## config.mk

```make
export PLATFORM = sky130hd
export DESIGN_NAME = hazard_ctrl
export DESIGN_NICKNAME = d
export VERILOG_FILES = /design/src/rtl/hazard_ctrl.sv
export SDC_FILE = /design/constraint.sdc
export NUM_CORES = 1
export LEC_CHECK = 0
export BUFFER_PORTS_ARGS = -buffer_cell sky130_fd_sc_hd__buf_2
export CAP_MARGIN = 20
export CELL_PAD_IN_SITES_DETAIL_PLACEMENT = 0
export CELL_PAD_IN_SITES_GLOBAL_PLACEMENT = 1
export CORE_ASPECT_RATIO = 0.6
export CORE_MARGIN = 10
export CORE_UTILIZATION = 30
export DETAILED_ROUTE_END_ITERATION = 8
export PLACE_DENSITY_LB_ADDON = 0.1
export SLEW_MARGIN = 20
export SYNTH_ARGS = -nofsm -noshare
export SYNTH_HDL_FRONTEND = slang
export SYNTH_SLANG_ARGS = --single-unit
```

## constraint.sdc

```tcl
create_clock -name clk -period 4.46 [get_ports clk]
set_clock_uncertainty 0.1 [all_clocks]
set_input_delay 0.446 -clock clk [delete_from_list [all_inputs] [get_ports clk]]
set_output_delay 0.446 -clock clk [all_outputs]
set_load 0.005 [all_outputs]
```

## src/rtl/hazard_ctrl.sv

```systemverilog
// hazard_ctrl: pipeline sequencing controller for the 5-stage core.
//
// Generates the PC write enable, the IF/ID hold/zero controls and the ID/EX,
// EX/MEM and MEM/WB stall/bubble controls. It resolves three hazard sources:
//   - load-use data hazards (ID needs a register a load in EX is producing)
//   - taken branches/jumps resolved in ID (the wrong-path fetch is squashed)
//   - multi-cycle data-memory accesses (the whole pipeline freezes)
// A registered FSM (IDLE/RUN/MEMWAIT/ERROR) sequences start-up and memory
// waits. A watchdog moves to a sticky ERROR state when a memory access waits
// MEM_TIMEOUT cycles.
//
// Optional build macro HAZARD_PERF_CNT_EN enables the stall_cycles and
// flush_count performance counters. When it is not defined both outputs are
// tied to zero and no counter registers exist.
//
// Ports:
//   clk, rst_n            clock (posedge), asynchronous active-low reset
//   start                 level; leaves IDLE when sampled high
//   id_rs1/id_rs2         ID-stage source register indices
//   id_use_rs1/id_use_rs2 ID instruction actually reads rs1/rs2
//   ex_memread, ex_rd     EX-stage load flag and destination index
//   branch_taken          ID-stage branch/jump resolved taken
//   mem_req, mem_ready    MEM-stage data memory request / completion
//   pc_write              PC load enable
//   IFstall, IFflush      hold / zero IF/ID register
//   idex_stall/idex_flush hold / bubble ID/EX register
//   exmem_stall           hold EX/MEM register
//   memwb_flush           bubble into MEM/WB
//   mem_err               sticky memory watchdog error
//   stall_cycles          cycles with pc_write=0 outside IDLE (optional)
//   flush_count           RUN cycles with IFflush=1 (optional)

module hazard_ctrl #(
  parameter int REG_W       = 5,
  parameter int MEM_TIMEOUT = 255
) (
  input  logic             clk,
  input  logic             rst_n,
  input  logic             start,
  input  logic [REG_W-1:0] id_rs1,
  input  logic [REG_W-1:0] id_rs2,
  input  logic             id_use_rs1,
  input  logic             id_use_rs2,
  input  logic             ex_memread,
  input  logic [REG_W-1:0] ex_rd,
  input  logic             branch_taken,
  input  logic             mem_req,
  input  logic             mem_ready,
  output logic             pc_write,
  output logic             IFstall,
  output logic             IFflush,
  output logic             idex_stall,
  output logic             idex_flush,
  output logic             exmem_stall,
  output logic             memwb_flush,
  output logic             mem_err,
  output logic [31:0]      stall_cycles,
  output logic [31:0]      flush_count
);

  // Watchdog counter is 8 bits wide, so the limit is taken modulo 256.
  localparam logic [7:0] TIMEOUT = MEM_TIMEOUT[7:0];

  typedef enum logic [1:0] {
    S_IDLE    = 2'd0,
    S_RUN     = 2'd1,
    S_MEMWAIT = 2'd2,
    S_ERROR   = 2'd3
  } state_t;

  state_t     state_reg, state_next;
  logic [7:0] wait_cnt_reg, wait_cnt_next;
  logic       mem_err_reg, mem_err_next;

  logic load_use;
  logic mem_busy;

  // x0 is hard-wired zero, so a load targeting it never creates a hazard.
  assign load_use = ex_memread && (ex_rd != '0) &&
                    ((id_use_rs1 && (ex_rd == id_rs1)) ||
                     (id_use_rs2 && (ex_rd == id_rs2)));

  assign mem_busy = mem_req && !mem_ready;

  // ---------------------------------------------------------------------------
  // State register
  // ---------------------------------------------------------------------------
  always_ff @(posedge clk or negedge rst_n) begin
    if (!rst_n) begin
      state_reg    <= S_IDLE;
      wait_cnt_reg <= 8'd0;
      mem_err_reg  <= 1'b0;
    end else begin
      state_reg    <= state_next;
      wait_cnt_reg <= wait_cnt_next;
      mem_err_reg  <= mem_err_next;
    end
  end

  // ---------------------------------------------------------------------------
  // Next-state logic
  // ---------------------------------------------------------------------------
  always_comb begin
    state_next    = state_reg;
    wait_cnt_next = wait_cnt_reg;
    mem_err_next  = mem_err_reg;
    case (state_reg)
      S_IDLE: begin
        if (start) state_next = S_RUN;
      end
      S_RUN: begin
        if (mem_busy) begin
          // The first busy cycle already counts as one waiting cycle.
          wait_cnt_next = 8'd1;
          if (TIMEOUT == 8'd1) begin
            state_next   = S_ERROR;
            mem_err_next = 1'b1;
          end else begin
            state_next = S_MEMWAIT;
          end
        end
      end
      S_MEMWAIT: begin
        if (mem_ready) begin
          state_next    = S_RUN;
          wait_cnt_next = 8'd0;
        end else begin
          wait_cnt_next = wait_cnt_reg + 8'd1;
          if (wait_cnt_reg + 8'd1 == TIMEOUT) begin
            state_next   = S_ERROR;
            mem_err_next = 1'b1;
          end
        end
      end
      S_ERROR: begin
        // Only reset leaves ERROR.
        state_next = S_ERROR;
      end
      default: begin
        state_next = S_IDLE;
      end
    endcase
  end

  // ---------------------------------------------------------------------------
  // Output logic
  // ---------------------------------------------------------------------------
  logic freeze;

  // A completing access (mem_ready in MEMWAIT) releases the freeze in the same
  // cycle, and the normal RUN priority decides that cycle's controls.
  assign freeze = (state_reg == S_ERROR) ||
                  ((state_reg == S_MEMWAIT) && !mem_ready) ||
                  ((state_reg == S_RUN) && mem_busy);

  always_comb begin
    pc_write    = 1'b0;
    IFstall     = 1'b0;
    IFflush     = 1'b0;
    idex_stall  = 1'b0;
    idex_flush  = 1'b0;
    exmem_stall = 1'b0;
    memwb_flush = 1'b0;
    if (state_reg == S_IDLE) begin
      IFflush    = 1'b1;
      idex_flush = 1'b1;
    end else if (freeze) begin
      IFstall     = 1'b1;
      idex_stall  = 1'b1;
      exmem_stall = 1'b1;
      memwb_flush = 1'b1;
    end else if (load_use) begin
      // Branch is ignored here: its operand depends on the pending load.
      IFstall    = 1'b1;
      idex_flush = 1'b1;
    end else if (branch_taken) begin
      pc_write = 1'b1;
      IFflush  = 1'b1;
    end else begin
      pc_write = 1'b1;
    end
  end

  assign mem_err = mem_err_reg;

  // ---------------------------------------------------------------------------
  // Optional performance counters
  // ---------------------------------------------------------------------------
`ifdef HAZARD_PERF_CNT_EN
  logic [31:0] stall_cycles_reg;
  logic [31:0] flush_count_reg;

  always_ff @(posedge clk or negedge rst_n) begin
    if (!rst_n) begin
      stall_cycles_reg <= 32'd0;
      flush_count_reg  <= 32'd0;
    end else begin
      if ((state_reg != S_IDLE) && !pc_write)
        stall_cycles_reg <= stall_cycles_reg + 32'd1;
      if ((state_reg == S_RUN) && IFflush)
        flush_count_reg <= flush_count_reg + 32'd1;
    end
  end

  assign stall_cycles = stall_cycles_reg;
  assign flush_count  = flush_count_reg;
`else
  assign stall_cycles = 32'd0;
  assign flush_count  = 32'd0;
`endif

endmodule

```

==> results.md, run 1 <==
* Status: completed
* Vias at roughly 940
* Max Freq at 443.0 MHz
* Antenna cells at 0
* Max reg flops at 8
* Ys Warns at 0
* Post-synth ARST share at 100.0%
* Required time worst endpoint at a little under 4 ns
* Chip width at ~110 um
* Final Util at around a third
* Most used cell, CP: buf_2
* Post-synth EDFFs at 0
* Later-pin clock latency in the skew report at around 0.24 ns
* Resized Gates After CTS at 0
* Top cells by count, synth: 66 x buf_4, 11 x dfrtp_1, 10 x nand2_1, 8 x o21ai_0, 8 x xor2_1
* Die height at between 70 and 80 um
* Gr usage total at about 7.5%
* Residual DRC at 0
* PD cells at ~210 nW/um^2
* Worst Hold Path EP: wait_cnt_reg[0]
* H-tree depth at 1
* Post-synth top area share at a little under two fifths
* # Max-Cap Violations at 0
* DIE AREA at 7540 sq um
* Leak pwr at approximately 0.67 nW
* CTS Hold Bufs at 1
* GRT overflow at 0
* Final period util at about half
* CTS tree: built
* Family with the most delay on the worst path: compound AO/OA/AOI/OAI gates
* Sw Ratio at 31.49%
* Synth Flop Type: dfrtp_1
* Psw at about 0.089 mW
* Critical path's largest stage delay at 0.34 ns
* Most common cell in the netlist: buf_4
* Crit. End Element: primary output
* Max Transition Viols Final at 0
* Synth top area cells: buf_4 38%, dfrtp_1 21%, xor2_1 5.3%
* Final nets at between 200 and 250
* Routed vias/inst at between 3 and 4
* Final WL at about 3.2 mm
* Syn Area/Cell at slightly above 8 sq um
* Largest net degree at the start of global routing at 13
* Reg2reg path depth at 5
* Vias in the first global route at 967
* Core box area at roughly 4200 sq um
* Flops & latches, synth at 11
* Synth area leader: buf_4
* Max Root-Sink Buffers at 2
* Setup violators final at 0
* Layout area overhead at 0.3791%
* # IOs at 96
* Core Rows at 18
* CP Launch Type: primary input
* Initial core utilization at between 30% and 40%
* Iteration count of the initial detailed-routing pass at 4
* Post-route setup TNS at 0 ns
* Reg2Reg Capture Point: state_reg[0]
* Initial drt markers at 35
* Clock sinks at 11
* Worst slack, placed at 2.231 ns
* Post-CTS Setup Inserts at 0
* Total power draw at around 0.28 mW
* Fraction of layout cells with a size suffix above 1 at between 20% and 30%
* Clock Root Buffer: clkbuf_8
* Slowest-stage cell, CP: nor4_1
* RSZ-0062 raised after global routing: no
* Hold Path Class: in2reg
* Reg2Reg Setup Slack at roughly 2.6 ns
* Fillers at roughly 460
* Final ANT Viol Nets at 0
* Final worst setup slack at about 2.2 ns
* Cells after Synth at approximately 160
* Crit-path cells: buf_2 -> xor2_1 -> nor4_1 -> a32oi_1 -> o32ai_1 -> buf_2
* Internal power at ~0.19 mW
* Crit Path Max Fanout at 4
* Register area at around 280 sq um
* WHS Path Cells at 2
* CTS clk-pin slew, worst paths at 0.05 ns
* Crit path time final at ~2.3 ns
* Netlist cell types at 38
* Sequential area share after synthesis at a little over a fifth
* Final Hold Fails at 0
* Global-route wire length before repair at 4.774 mm
* Multi-input logic area at about 750 sq um
* Sequential power share at 42.8%
* Hold path start: mem_ready
* CTS Buf Count at 3
* Gpl congestion at 0.7479
* Synthesized area at ~1300 sq um
* Critical path class: in2out
* Combinational power share at roughly 22%
* Initial antenna violation count at 0
* Dpl hpwl at 2.758 mm
* Wirelength per Cell at between 10 and 15 um
* Bufs and invs on worst path at 2
* Maximum vdd drop at between 0.06 and 0.07 mV
* Data arrival time of the worst path at about 1.7 ns
* Buffers on Ports at 31
* WHS at roughly 0.37 ns
* Worst flop-to-flop path startpoint: wait_cnt_reg[0]
* Clock power share at 35.7%
-- kinds of logic (layout without fill, tap and decap cells) --
group	after synthesis	in the layout	synth area share (%)
fa+ha+maj	2	2	1.895
flops	11	11	20.85
xor+xnor	13	13	8.626
other cells	1	64	0.2841
buf+inv	73	40	40.28
compound gates	29	29	16.11
simple gates	30	30	11.94
-- stage by stage --
stage | std cells | instance area (sq um)
CTS | 249 | 1325
finish | 249 | 1325
global placement | 244 | 1270
detailed placement | 244 | 1270
floorplan | 222 | 1556
global route | 249 | 1325
-- worst max path at each step --
| stage | startpoint | endpoint | slack [ns] | cells past startpoint |
|---|---|---|---|---|
| floorplan | ex_rd[1] | IFflush | 2.53 | 4 |
| global placement | ex_rd[3] | idex_flush | 2.19 | 6 |
| detailed placement | ex_rd[3] | idex_flush | 2.23 | 6 |
| CTS | ex_rd[3] | idex_flush | 2.23 | 6 |
| global route | ex_rd[3] | idex_flush | 2.03 | 6 |
| finish | ex_rd[3] | idex_flush | 2.20 | 6 |
-- power by group through the flow --
stage                     registers, mW  clock network [mW]  logic [mW]
after floorplan                   0.118                   0      0.0782
after global placement            0.122                   0      0.0573
after detailed placement          0.123                   0      0.0578
after CTS                         0.122               0.105      0.0588
after global routing              0.123               0.112      0.0706
final                             0.122               0.101      0.0612
-- worst register-to-register path: cells and delay by family, from the launching register on --
| family | cells | cell delay [ns] |
|---|---|---|
| adders and majority gates | 1 | 0.27 |
| and+or+nand+nor | 1 | 0.20 |
| AOI/OAI and AO/OA | 3 | 0.68 |
| DFF | 1 | 0.44 |
-- layer usage --
metal	up-vias	share of wire (%)	GRT usage (%)	wire, um
li1	466	-	-	-
met1	422	44	9.026	1393
met2	53	43	11.13	1387
met3	0	13	5.268	416
met4	0	0	0.4484	0
met5	-	0	0	0
-- cells in the final DEF (no fill, tap or decap), types with 2 or more instances in the layout --
cell	instances
conb_1	64
buf_2	31
dfrtp_1	11
nand2_1	10
xor2_1	8
o21ai_0	8
xnor2_1	5
nor2_1	5
inv_1	4
nor3_1	4
o31ai_1	3
clkbuf_8	3
o21a_1	2
nor4_1	2
a31o_1	2
nand3_1	2
o21bai_1	2
ha_1	2
-- final cells by class --
type / count / share of cell area (%)
Multi-Input combinational cell: 138 / 56.56
Sequential cell: 11 / 20.77
Timing Repair Buffer: 32 / 12.46
Tap cell: 60 / 5.666
Clock buffer: 4 / 3.399
Inverter: 4 / 1.133
Power figures use the tool's default switching activity.
==> run 2: changes to the inputs <==
- CORE_UTILIZATION: 30 -> 27
- clock period: 4.46 -> 2.2 ns (I/O delays scaled with it)
==> run 2 against run 1 <==
Compared with the run above:
- via count is 0.85% higher
- clock-buffer cell count stayed put
- routed wire length is 2.0% lower
- clock power is 100% higher
==> results.md, run 2 (same netlist as run 1, synthesis figures left out) <==
* Iteration count of the initial detailed-routing pass at 4
* WHS Path Cells at 2
* Gr usage total at between 6 and 7%
* Antenna cells at 0
* Final period util at 90.41%
* Sequential power share at between 40% and 50%
* GRT overflow at 0
* Initial core utilization at between 20 and 30%
* Final worst setup slack at 0.2110 ns
* Clock power share at between 30% and 40%
* Final Hold Fails at 0
* DIE AREA at 8177 sq um
* Final nets at 216
* Psw at around 0.18 mW
* Largest net degree at the start of global routing at 13
* Global-route wire length before repair at ~4.5 mm
* Worst flop-to-flop path startpoint: state_reg[1]
* Reg2Reg Capture Point: wait_cnt_reg[6]
* Crit. End Element: primary output
* Critical path class: reg2out
* Layout area overhead at 0.6632%
* Commonest cells after routing, fill and taps aside: 64 x conb_1, 31 x buf_2, 11 x dfrtp_1
* Routed vias/inst at roughly 3.8
* CTS clk-pin slew, worst paths at about 0.05 ns
* Dpl hpwl at 2.692 mm
* RSZ-0062 raised after global routing: no
* Maximum vdd drop at about 0.15 mV
* Worst Hold Path EP: wait_cnt_reg[0]
* Max Transition Viols Final at 0
* Sw Ratio at a little under a third
* Data arrival time of the worst path at 1.67 ns
* Reg2Reg Setup Slack at around 0.45 ns
* Fraction of layout cells with a size suffix above 1 at roughly a fifth
* Wirelength per Cell at around 12 um
* Hold Path Class: in2reg
* Residual DRC at 0
* # IOs at 96
* Chip width at between 100 and 150 um
* Crit Path Max Fanout at 11
* Initial drt markers at 28
* Hold path start: mem_ready
* PD cells at ~430 nW/um^2
* Die height at approximately 74 um
* Later-pin clock latency in the skew report at ~0.24 ns
* Clock sinks at 11
* Status: completed
* Max Freq at 502.8 MHz
* CTS tree: built
* CTS Buf Count at 3
* Worst slack, placed at slightly above 0.4 ns
* Fillers at a little under 500
* # Max-Cap Violations at 0
* Initial antenna violation count at 0
* Max Root-Sink Buffers at 2
* Required time worst endpoint at between 1.5 and 2 ns
* Final ANT Viol Nets at 0
* Internal power at roughly 0.39 mW
* Buffers on Ports at 31
* Setup violators final at 0
* Max reg flops at 8
* Vias in the first global route at roughly 970
* Reg2reg path depth at 4
* Crit path time final at between 1.5 and 2 ns
* Combinational power share at a little over a fifth
* Gpl congestion at between 0.6 and 0.7
* Final WL at 3.133 mm
* Commonest non-fill, non-tap cell in the layout: conb_1
* Post-route setup TNS at 0 ns
* CP Launch Type: flop
* Vias at around 950
* H-tree depth at 1
* Clock Root Buffer: clkbuf_8
* Core Rows at 19
* Core box area at approximately 4600 sq um
* Leak pwr at between 0.6 and 0.7 nW
[run 2: cell counts in the layout (fill, tap and decap cells not counted)]
No cell type changed its count.
[run 2: worst max-delay path by stage]
stage / start / endpoint / slack, ns
CTS: state_reg[1] / idex_flush / 0.20
floorplan: state_reg[0] / idex_flush / 0.65
finish: state_reg[0] / idex_flush / 0.21
detailed placement: ex_rd[3] / idex_flush / 0.40
global placement: ex_rd[3] / idex_flush / 0.39
global route: state_reg[1] / idex_flush / 0.08
[run 2: per-stage QoR]
step | instance area, sq um | utilization [%] | total power, mW | hold WS [ns] | cells
final | 1329 | 28.66 | 0.5766 | 0.1386 | 252
after global routing | 1329 | 28.66 | 0.6202 | 0.1835 | 252
after CTS | 1329 | 28.66 | 0.5779 | 0.1377 | 252
after detailed placement | 1274 | 27.48 | 0.3652 | 0.01679 | 247
after global placement | 1274 | 27.48 | 0.3670 | 0.01373 | 247
after floorplan | 1556 | - | 0.3986 | -0.1756 | 222
[run 2: area by class of cell]
cell class	instances	area [sq um]	share of cell area, %
inverters	4	15.01	1.130
flip-flops and latches	11	275.3	20.72
well taps	63	78.83	5.932
multi-input cells	138	749.5	56.40
clock buffers	4	45.04	3.390
repair buffers	32	165.2	12.43
[run 2: timing repair]
item / CTS / global route
gates resized for setup: 0 / 0
setup buffers: 0 / 0
hold buffers: 1 / 0
endpoints found under the hold margin: 11 / 0
[run 2: power groups by stage]
stage          registers [mW]  logic, mW  clock network [mW]
2_1_floorplan           0.240      0.158                   0
3_3_place_gp            0.249      0.118                   0
5_1_grt                 0.250      0.147               0.223
3_5_place_dp            0.249      0.116                   0
4_1_cts                 0.245      0.119               0.214
6_report                0.245      0.125               0.207
[run 2: per-layer routing]
metal	vias up	wire, um	GRT usage [%]	part of all wire, %
li1	465	-	-	-
met3	2	332	1.984	11
met1	427	1371	8.796	44
met5	-	0	0	0
met4	0	27	1.844	0.86
met2	55	1401	10.42	45
[run 2: worst max-delay path: stages (launching register included)]
cell	delay, ns
dfrtp_1	0.49
a21oi_1	0.17
o21a_1	0.23
inv_1	0.10
o32ai_1	0.28
buf_2	0.17
==> run 3: changes to the inputs <==
- SETUP_SLACK_MARGIN: default -> 0.4
==> run 3 against run 2 <==
Compared with the run above:
- register-to-register slack gained 0.11 ns
- sequential share of layout area shrank 1.2 points
- via count grew 2.4%
- critical path type is now in2out
- critical endpoint unchanged
- largest power group unchanged
==> results.md, run 3 (same netlist as run 1, synthesis figures left out) <==
* Core box area at ~4600 sq um
* Maximum vdd drop at 0.1534 mV
* Register area at about 280 sq um
* H-tree depth at 1
* Antenna cells at 0
* Chip width at roughly 110 um
* Die height at about 74 um
* Iteration count of the initial detailed-routing pass at 4
* Reg2Reg Setup Slack at about 0.56 ns
* Combinational power share at a little under a quarter
* # Max-Cap Violations at 0
* Vias at between 900 and 1000
* Family with the most delay on the worst path: compound AO/OA/AOI/OAI gates
* Crit Path Max Fanout at 4
* Gpl congestion at 0.6801
* Busiest layer in global routing: met2
* Layout area overhead at 7.868%
* Fillers at roughly 500
* Gr usage total at approximately 6.9%
* Hold Path Class: in2reg
* Max Transition Viols Final at 0
* CP Launch Type: primary input
* Bufs and invs on worst path at 2
* CTS tree: built
* Dpl cell area at between 1000 and 1500 sq um
* Setup violators final at 0
* Vias in the first global route at roughly 1000
* Sw Ratio at between 30% and 40%
* Buffers on Ports at 31
* Internal power at roughly 0.4 mW
* Psw at roughly 0.19 mW
* Final WL at around 3.2 mm
* Largest net degree at the start of global routing at 13
* GRT overflow at 0
* Total power draw at 0.5909 mW
* Final instance area at 1424 sq um
* CTS clk-pin slew, worst paths at approximately 0.05 ns
* Initial antenna violation count at 0
* Final Non-Filler Cells at 257
* Multi-input logic area at around 790 sq um
* Clock power share at about a third
* CTS Buf Count at 3
* Final Util at between 30% and 40%
* Final nets at 221
* Clock sinks at 11
* M3 GR Usage at around 2.0%
* PD cells at 415.0 nW/um^2
* Final ANT Viol Nets at 0
* Initial core utilization at 28.48%
* Fraction of layout cells with a size suffix above 1 at 27.84%
* Wirelength per Cell at roughly 12 um
* Sequential power share at approximately two fifths
* Leak pwr at just over 0.7 nW
* Max reg flops at 8
* Critical path class: in2out
* Grt met1 use at ~9%
* Global-route wire length before repair at ~4.7 mm
* M2 GR Usage at between 10% and 20%
* Status: completed
* DIE AREA at ~8200 sq um
* Slowest-stage cell, CP: nor4_2
* Clock Root Buffer: clkbuf_8
* RSZ-0062 raised after global routing: yes
* Final period util at about four fifths
* Critical path's largest stage delay at ~0.28 ns
* Commonest cells after routing, fill and taps aside: 64 x conb_1, 29 x buf_2, 10 x nand2_1
* Crit path time final at 1.756 ns
* Residual DRC at 0
* Crit. End Element: primary output
* Commonest non-fill, non-tap cell in the layout: conb_1
* Required time worst endpoint at between 1.5 and 2 ns
* Max Root-Sink Buffers at 2
* Data arrival time of the worst path at roughly 1.4 ns
* Initial drt markers at 39
* Core Rows at 19
* # IOs at 96
* Later-pin clock latency in the skew report at around 0.24 ns
* Most used cell, CP: buf_2
* Placed cell count at approximately 250
* Final Hold Fails at 0
* Dpl hpwl at around 2.7 mm
* Max Freq at approximately 570 MHz
* Routed vias/inst at ~3.8
* Crit-path cells: buf_2 -> xor2_1 -> nor4_2 -> a32oi_2 -> o32ai_1 -> buf_2
* Post-route setup TNS at 0 ns
-- run 3: what timing repair did --
item,4_1_cts,5_1_grt
setup buffers,4,1
endpoints found under the hold margin,11,0
gates resized for setup,5,10
pin swaps,1,6
hold buffers,1,0
endpoints found under the setup margin,2,7
-- run 3: metal layers --
metal / wire [um] / vias to the layer above
li1: - / 475
met1: 1369 / 438
met2: 1468 / 57
met3: 336 / 2
met4: 27 / 0
met5: 0 / -
-- run 3: worst register-to-register path: stages (launching register included) --
cell      delay [ns]
dfrtp_1         0.44
ha_2            0.26
nand3_2         0.13
o21a_1          0.22
o211ai_1        0.26
a211oi_1        0.12
-- run 3: power groups by stage --
stage	registers, mW	clock network (mW)	logic (mW)
2_1_floorplan	0.240	0	0.158
3_3_place_gp	0.249	0	0.118
3_5_place_dp	0.249	0	0.116
4_1_cts	0.245	0.214	0.122
5_1_grt	0.251	0.223	0.159
6_report	0.247	0.209	0.136
-- run 3: area by class of cell --
class | count | share of cell area [%]
clock buffer | 4 | 3.163
inverter | 4 | 1.054
multi-input combinational | 138 | 55.36
sequential | 11 | 19.51
tap | 63 | 5.536
timing repair buffer | 37 | 15.38
-- run 3: through the flow --
step | setup WS [ns] | hold slack [ns]
floorplan | 0.6521 | -0.1756
global placement | 0.3863 | 0.01373
detailed placement | 0.4031 | 0.01679
CTS | 0.4129 | 0.1381
global route | 0.3682 | 0.1865
finish | 0.4441 | 0.1407
-- run 3: path summary, 6_finish.rpt --
path	from	endpoint	cells after the start
setup / recovery	ex_rd[0]	idex_flush	6
hold / removal	mem_ready	wait_cnt_reg[0]	2
setup reg to reg	wait_cnt_reg[0]	state_reg[0]	5
hold reg to reg	mem_err	mem_err	1
max in group asynchronous	rst_n	state_reg[0]	2
min in group asynchronous	rst_n	wait_cnt_reg[5]	2
